**src/rtl/wide_to_narrow_serializer.sv**
```systemverilog
// wide_to_narrow_serializer: captures a wide word on start and emits it as OUT_W chunks,
// advancing one chunk per downstream tx_done acknowledge.
module wide_to_narrow_serializer #(
    parameter int IN_W      = 64,
    parameter int OUT_W     = 8,
    parameter bit MSB_FIRST = 1'b1
) (
    input  logic             clk,
    input  logic             rst_n,
    input  logic [IN_W-1:0]  data_in,
    input  logic             start,
    input  logic             tx_done,
    input  logic             abort,
    output logic [OUT_W-1:0] data_out,
    output logic             tx_enable,
    output logic             busy,
    output logic             word_done
);
    localparam int NUM = IN_W / OUT_W;
    localparam int CW = $clog2(NUM);
    localparam logic [CW-1:0] LAST = CW'(NUM - 1);

    generate
        if (IN_W % OUT_W != 0 || NUM < 2) begin : g_bad_params
            $error("IN_W must be a multiple of OUT_W giving at least two chunks");
        end
    endgenerate

    typedef enum logic {IDLE, WAIT} state_t;

    state_t           state, state_n;
    logic [CW-1:0]    cnt, cnt_n;
    logic [IN_W-1:0]  cap, cap_n;
    logic [OUT_W-1:0] data_n;
    logic             txe_n, busy_n, done_n;

    function automatic logic [OUT_W-1:0] chunk(input logic [IN_W-1:0] w, input logic [CW-1:0] k);
        int sel;
        sel = MSB_FIRST ? NUM - 1 - int'(k) : int'(k);
        return w[sel*OUT_W +: OUT_W];
    endfunction

    // abort outranks everything; data_out is left holding whatever chunk was last shown
    always_comb begin
        state_n = state;
        cnt_n   = cnt;
        cap_n   = cap;
        data_n  = data_out;
        txe_n   = 1'b0;
        busy_n  = busy;
        done_n  = 1'b0;
        if (abort) begin
            state_n = IDLE;
            cnt_n   = '0;
            busy_n  = 1'b0;
        end else if (state == IDLE) begin
            if (start) begin
                state_n = WAIT;
                cap_n   = data_in;
                cnt_n   = '0;
                data_n  = chunk(data_in, '0);
                txe_n   = 1'b1;
                busy_n  = 1'b1;
            end
        end else if (tx_done) begin
            if (cnt == LAST) begin
                state_n = IDLE;
                busy_n  = 1'b0;
                done_n  = 1'b1;
            end else begin
                cnt_n  = cnt + 1'b1;
                data_n = chunk(cap, cnt + 1'b1);
                txe_n  = 1'b1;
            end
        end
    end

    always_ff @(posedge clk or negedge rst_n) begin
        if (!rst_n) begin
            state     <= IDLE;
            cnt       <= '0;
            cap       <= '0;
            data_out  <= '0;
            tx_enable <= 1'b0;
            busy      <= 1'b0;
            word_done <= 1'b0;
        end else begin
            state     <= state_n;
            cnt       <= cnt_n;
            cap       <= cap_n;
            data_out  <= data_n;
            tx_enable <= txe_n;
            busy      <= busy_n;
            word_done <= done_n;
        end
    end
endmodule

```
**config.mk**
```make
export PLATFORM = sky130hd
export DESIGN_NAME = wide_to_narrow_serializer
export DESIGN_NICKNAME = d
export VERILOG_FILES = /design/src/rtl/wide_to_narrow_serializer.sv
export SDC_FILE = /design/constraint.sdc
export NUM_CORES = 1
export LEC_CHECK = 0
export CAP_MARGIN = 30
export CORE_MARGIN = 2
export CORE_UTILIZATION = 50
export DETAILED_ROUTE_END_ITERATION = 10
export HOLD_SLACK_MARGIN = 0.1
export MAX_ROUTING_LAYER = met4
export PLACE_DENSITY = 0.79
export REMOVE_ABC_BUFFERS = 1
export SYNTH_ARGS = -nofsm -noshare
export SYNTH_HDL_FRONTEND = slang
export SYNTH_SLANG_ARGS = --single-unit
```
**constraint.sdc**
```tcl
create_clock -name clk -period 5.5 [get_ports clk]
set_clock_uncertainty 0.2 [all_clocks]
set_input_delay 1.1 -clock clk [delete_from_list [all_inputs] [get_ports clk]]
set_output_delay 1.1 -clock clk [all_outputs]
set_load 0.005 [all_outputs]
```
---- Word-level counts from Yosys, hierarchy flattened ----
Index checks and enable logic that the tools add are counted.
Widths: inputs -> output; s select.
storage, ports and cells
  register bits after elaboration ......... 79
  bits in latches ......................... 0
  memories ................................ 0
  logic and storage cells ................. 50
  bits in read-only memories .............. 0
  output and inout port bits .............. 11
  bits of input ports ..................... 69
  bits in writable memories ............... 0
operators by class
  add/subtract/negate cells ............... 2
  multiplexer cells ....................... 26
  $mul .................................... 0
  bitwise logic cells ..................... 2
  divide/modulo/power cells ............... 0
  shifts and indexed selects .............. 1
  reductions and logical operators ........ 6
  $lt $le $gt $ge ......................... 0
  equal/unequal tests ..................... 6
operators with widths
  kind                 count
  $shiftx 64x7->8      1
  $mux 8               4
  $mux 1               17
  $mux 3               5
  $reduce_and 3->1     3
  $ne 3x3->1 const B   2
  $ne 2x2->1 const B   2
  $reduce_and 4->1     1
  $sub 3x3->4 const A  1
  $add 3x1->3 const B  1
  $eq 3x3->1 const B   1
  $ne 3x2->1 const B   1
  $reduce_bool 3->1    1
  $not 1->1            2
  $reduce_bool 2->1    1

---- Depth between registers and ports, before layout ----
  depth after elaboration ................. 6
  gate-level depth with buffers ........... 8

---- Worst setup path after synthesis ----
No wires, ideal clock.
  kind .................................... flip-flop to flip-flop
  from .................................... reg cnt[0]
  to ...................................... reg data_out[0]
  stages on the path, launching flop included .. 9
  arrival ................................. 2.039 ns
  required time ........................... 5.174 ns
  setup time .............................. 0.126 ns
  path slack .............................. 3.135 ns
  buffers on the path ..................... 2
  clock period less this slack ............ 2.365 ns
  path through ............................ dfrtp_1 ha_1 ha_1 clkbuf_1 buf_2 mux4_2 mux2i_1 nor3_1 a221o_1
on the way
  longest elaborated chain between the ends .. 6
  elaborated cells between the ends (all ways) .. 9
  classes of those cells .................. add/sub: 2; eq/ne: 2; shift: 1; mux: 3; reduce/logical: 1
ends and longest elaborated chain
  what                    line  source
  from (decl)             32    logic [CW-1:0] cnt, cnt_n;
  from (signal assigned)  89    cnt <= cnt_n;
  $add 3x1->3             72    data_n = chunk(cap, cnt + 1'b1);
  $sub 3x3->4             39    sel = MSB_FIRST ? NUM - 1 - int'(k) : int'(k);
  $shiftx 64x7->8         40    return w[sel*OUT_W +: OUT_W];
  $mux 8                  66    if (cnt == LAST) begin
  $mux 8                  65    end else if (tx_done) begin
  $mux 8                  56    end else if (state == IDLE) begin
  to (signal assigned)    91    data_out <= data_n;
  to (decl)               14    output logic [OUT_W-1:0] data_out,
Parallel ways exist; a longest one is shown, timed or not. The select of a mux whose other input is x is not followed.
A chain may end at the register's enable or synchronous reset.

---- Worst setup path in the final report ----
  from .................................... in start
  to ...................................... reg cap[7]
on the way
  longest elaborated chain between the ends .. 1
ends and longest elaborated chain
  what                               line  source
  from (decl)                        11    input logic start,
  $reduce_and 3->1 (no source line)  -
  to (signal assigned)               90    cap <= cap_n;
  to (decl)                          33    logic [IN_W-1:0] cap, cap_n;
No other way between the ends.

==> Implementation_results.wiki <==
{| class="wikitable"
! Metric !! Value
|-
| Outcome || completed
|-
| Synthesis Warnings || 0
|-
| Crit path time final || 3202 ps
|-
| Number of hold-repair buffers added at the cts stage || 0
|-
| Cells after Synth || 226
|-
| Cell at the slowest stage of the critical path || nor2_4
|-
| Dpl cells || 388
|-
| Worst IR Drop VDD || 0.1488 mV
|-
| Cell class contributing the biggest share of worst-path delay || simple AND/OR/NAND/NOR gates
|-
| Distinct cells, synth || 24
|-
| Cell area reported after detailed placement || 4399 sq um
|-
| Hold violation count in the final report || 0
|-
| Int Pwr || 1.119 mW
|-
| Routed vias/inst || 5.356
|-
| Global Route met3 Usage || roughly 3.2%
|-
| Residual antenna-violating net count after detailed routing || 0
|-
| Count of buffers from port buffering || 79
|-
| Setup repair after global routing missed its margin || no
|-
| Die extent in x || 88.45 um
|-
| Leakage component of the power || between 1.5 and 2 nW
|-
| Worst hold path type || reg2reg
|-
| Final routed wirelength across all metal layers || 6491 um
|-
| Vias in the first global route || 2081
|-
| Post-Place Worst Slack || between 1500 and 2000 ps
|-
| Switching Power || 334.4 uW
|-
| Boundary Pins || 80
|-
| Number of pins with negative max-slew slack in the final report || 0
|-
| Routed length per instance || 16.03 um
|-
| Slowest Stage Delay on Critical Path || about 760 ps
|-
| CTS tree || yes
|-
| Mean cell area of the mapped netlist || 15.78 sq um
|-
| Final core area utilization || 67.80%
|-
| Maximum number of buffers from clock root to sink || 2
|-
| Post-synthesis instance area || 3566 sq um
|-
| GRT busiest layer || met2
|-
| Height of the die || 88.45 um
|-
| Setup tns final || 0 ps
|-
| Core area || 6832 sq um
|-
| Initial DRT Pass Iterations || 4
|-
| Effective utilization at floorplan || 52.20%
|-
| Flops & latches, synth || 79
|-
| Post-layout nets || 376
|-
| Final design area excluding fillers || 4632 sq um
|-
| Max Fclk || approximately 310 MHz
|-
| Inserted Diodes || 0
|-
| Data arrival time of the critical path || 3220 ps
|-
| Global placement routability congestion || a little over 0.8
|-
| Dominant cells by area after synthesis || dfrtp_1 (55%), mux2_1 (20%), mux4_1 (5.9%), mux4_2 (5.1%), a221o_1 (2.2%)
|-
| Final number of setup-violating endpoints || 0
|-
| Switching share of total power || between 20 and 25%
|-
| Filler-free cell count of the finished design || 405
|-
| Cell Chain, Critical Path || clkdlybuf4s50_1 -> nand2b_1 -> nor2_4 -> buf_12 -> mux2_1
|-
| Worst Tran Pin Value || 926.5 ps
|-
| GR met1 Demand/Resource || between 20% and 30%
|-
| Root cell of the clock tree || clkbuf_8
|-
| Antenna violations before repair || 0
|-
| Fraction of the cycle the final worst path needs || 58.21%
|-
| Category of the critical setup timing path || in2reg
|-
| Clock slew at reported path FFs || 80 ps
|-
| Overflow after GRT || 0
|-
| Number of design-rule violations left by the first detailed-router iteration || between 60 and 70
|-
| Htree depth || 3
|-
| Sort of element at the start of the critical path || primary input
|-
| Most area-hungry cell type in the Yosys netlist || dfrtp_1
|-
| Number of setup buffers added after CTS || 0
|-
| Std cell rows || 30
|-
| Power share of the combinational group || about 18%
|-
| Num CTS Buffers || 9
|-
| Type of element capturing the critical path || register
|-
| Pin count of the biggest net entering global routing || 80
|-
| Routed vias || 2169
|-
| Rel. slew slack || 38.09%
|-
| Global Route Usage Sum || 18.15%
|-
| Area share of the leading cell type in the synthesized netlist || 55.44%
|-
| Area grow syn2layout || 29.89%
|-
| Data required time at the worst endpoint || between 5000 and 6000 ps
|-
| Wire length of the first global-routing pass || just over 10000 um
|-
| Clock tree sinks || 79
|-
| Half-perimeter wire length after detailed placement || around 4400 um
|-
| Met2 global-route usage || 27.34%
|-
| Sequential cell fraction of total power || about half
|-
| Clock latency reported for the late side of the worst-skew pair || roughly 340 ps
|-
| Buffers and inverters on the worst path || 2
|-
| CP Max Fanout || 41
|-
| Final critical-path setup slack || 2298 ps
|-
| Count of unresolved DRC violations after routing || 0
|-
| Max-capacitance violation count || 0
|-
| Share of cells above drive strength 1 || 9.061%
|-
| Post-cts gate resize count || 0
|-
| Power density over the cells || 313.7 nW/um^2
|-
| Die area || between 7000 and 8000 sq um
|-
| Clock power frac || 31.0%
|-
| Sequential element share of the synthesized area || approximately 55%
|}
## cells by family (layout without fill, tap and decap cells)
logic type                 after synthesis  in the layout  synth area share, %
buffers and inverters                   16             99                3.053
AOI/OAI and AO/OA                       15             15                3.404
muxes                                   88             88                33.40
and+or+nand+nor                         25             25                3.649
DFF                                     79             79                55.44
adders and majority gates                3              3                1.053
## state kept, by name (all words and copies together), names as in the netlist
name and flops:
cap 64, data_out 8, cnt 3, busy 1
state 1, tx_enable 1, word_done 1
## final cells by class
type	count	area, sq um
Tap cell	96	120.1
Inverter	1	6.256
Timing Repair Buffer	82	843.3
Clock inverter	4	70.07
Fill cell	530	2200
Clock buffer	12	135.1
Sequential cell	79	1977
Multi-Input combinational cell	131	1480
## worst paths after layout
check	start	cells after the start	slack (ps)	endpoint
worst max-delay path	start	5	2300	cap[7]
worst min-delay path	cap[46]	1	280	cap[46]
worst max register to register	cnt[0]	6	2880	data_out[1]
worst min register to register	cap[46]	1	280	cap[46]
max in group asynchronous	rst_n	2	4210	cap[13]
min in group asynchronous	rst_n	1	350	cap[15]
## cells in the mapped netlist
cell / number
dfrtp_1: 79
mux2_1: 64
buf_2: 9
a221o_1: 8
mux2i_1: 8
mux4_1: 8
mux4_2: 8
nor3_1: 8
nand2_1: 6
a21oi_1: 5
nand3_1: 4
buf_4: 3
ha_1: 3
nand3b_1: 2
nor2_1: 2
a21o_2: 1
buf_12: 1
buf_6: 1
clkbuf_1: 1
inv_4: 1
nand2b_1: 1
nor2_4: 1
nor3b_1: 1
o21a_1: 1
## placed cells by master, fill, tap and decap left out
| master | count |
|---|---|
| nor3_1 | 8 |
| buf_4 | 2 |
| clkbuf_1 | 3 |
| mux2i_1 | 8 |
| bufinv_16 | 2 |
| a21o_2 | 1 |
| inv_4 | 1 |
| mux4_1 | 8 |
| clkbuf_8 | 9 |
| nand3b_1 | 2 |
| mux2_1 | 64 |
| clkinv_2 | 2 |
| dfrtp_1 | 79 |
| o21a_1 | 1 |
| nor2_1 | 2 |
| a221o_1 | 8 |
| a21oi_1 | 5 |
| clkdlybuf4s50_1 | 78 |
| ha_1 | 3 |
| mux4_2 | 8 |
| nand3_1 | 4 |
| nor2_4 | 1 |
| nor3b_1 | 1 |
| buf_16 | 1 |
| nand2b_1 | 1 |
| nand2_1 | 6 |
| buf_12 | 1 |
## power groups by stage
| stage | combinational, mW | sequential (mW) | clock (mW) |
|---|---|---|---|
| floorplan | 0.147 | 0.734 | 0 |
| detailed placement | 0.268 | 0.749 | 0 |
| finish | 0.266 | 0.737 | 0.451 |
| CTS | 0.269 | 0.738 | 0.459 |
| global placement | 0.259 | 0.743 | 0 |
| global route | 0.291 | 0.750 | 0.485 |
## stage by stage
stage | hold slack [ps] | total power [mW]
after detailed placement | 266.3 | 1.017
after floorplan | 248.8 | 0.8813
after CTS | 282.4 | 1.466
final | 279.0 | 1.453
after global routing | 293.3 | 1.526
after global placement | 258.9 | 1.003
## worst reg2reg max path, stage by stage, from the launching register on
cell and delay, ps:
dfrtp_1 380, ha_1 220, ha_1 790, mux4_1 420
mux2i_1 170, nor3_1 60, a221o_1 270
## layer usage
metal	routed length, um	vias to the layer above	share of wire, %
li1	-	1004	-
met1	2992	1094	46
met2	3079	58	47
met3	291	13	4.5
met4	128	0	2.0
met5	0	-	0
(Power assumes the default switching activity.)
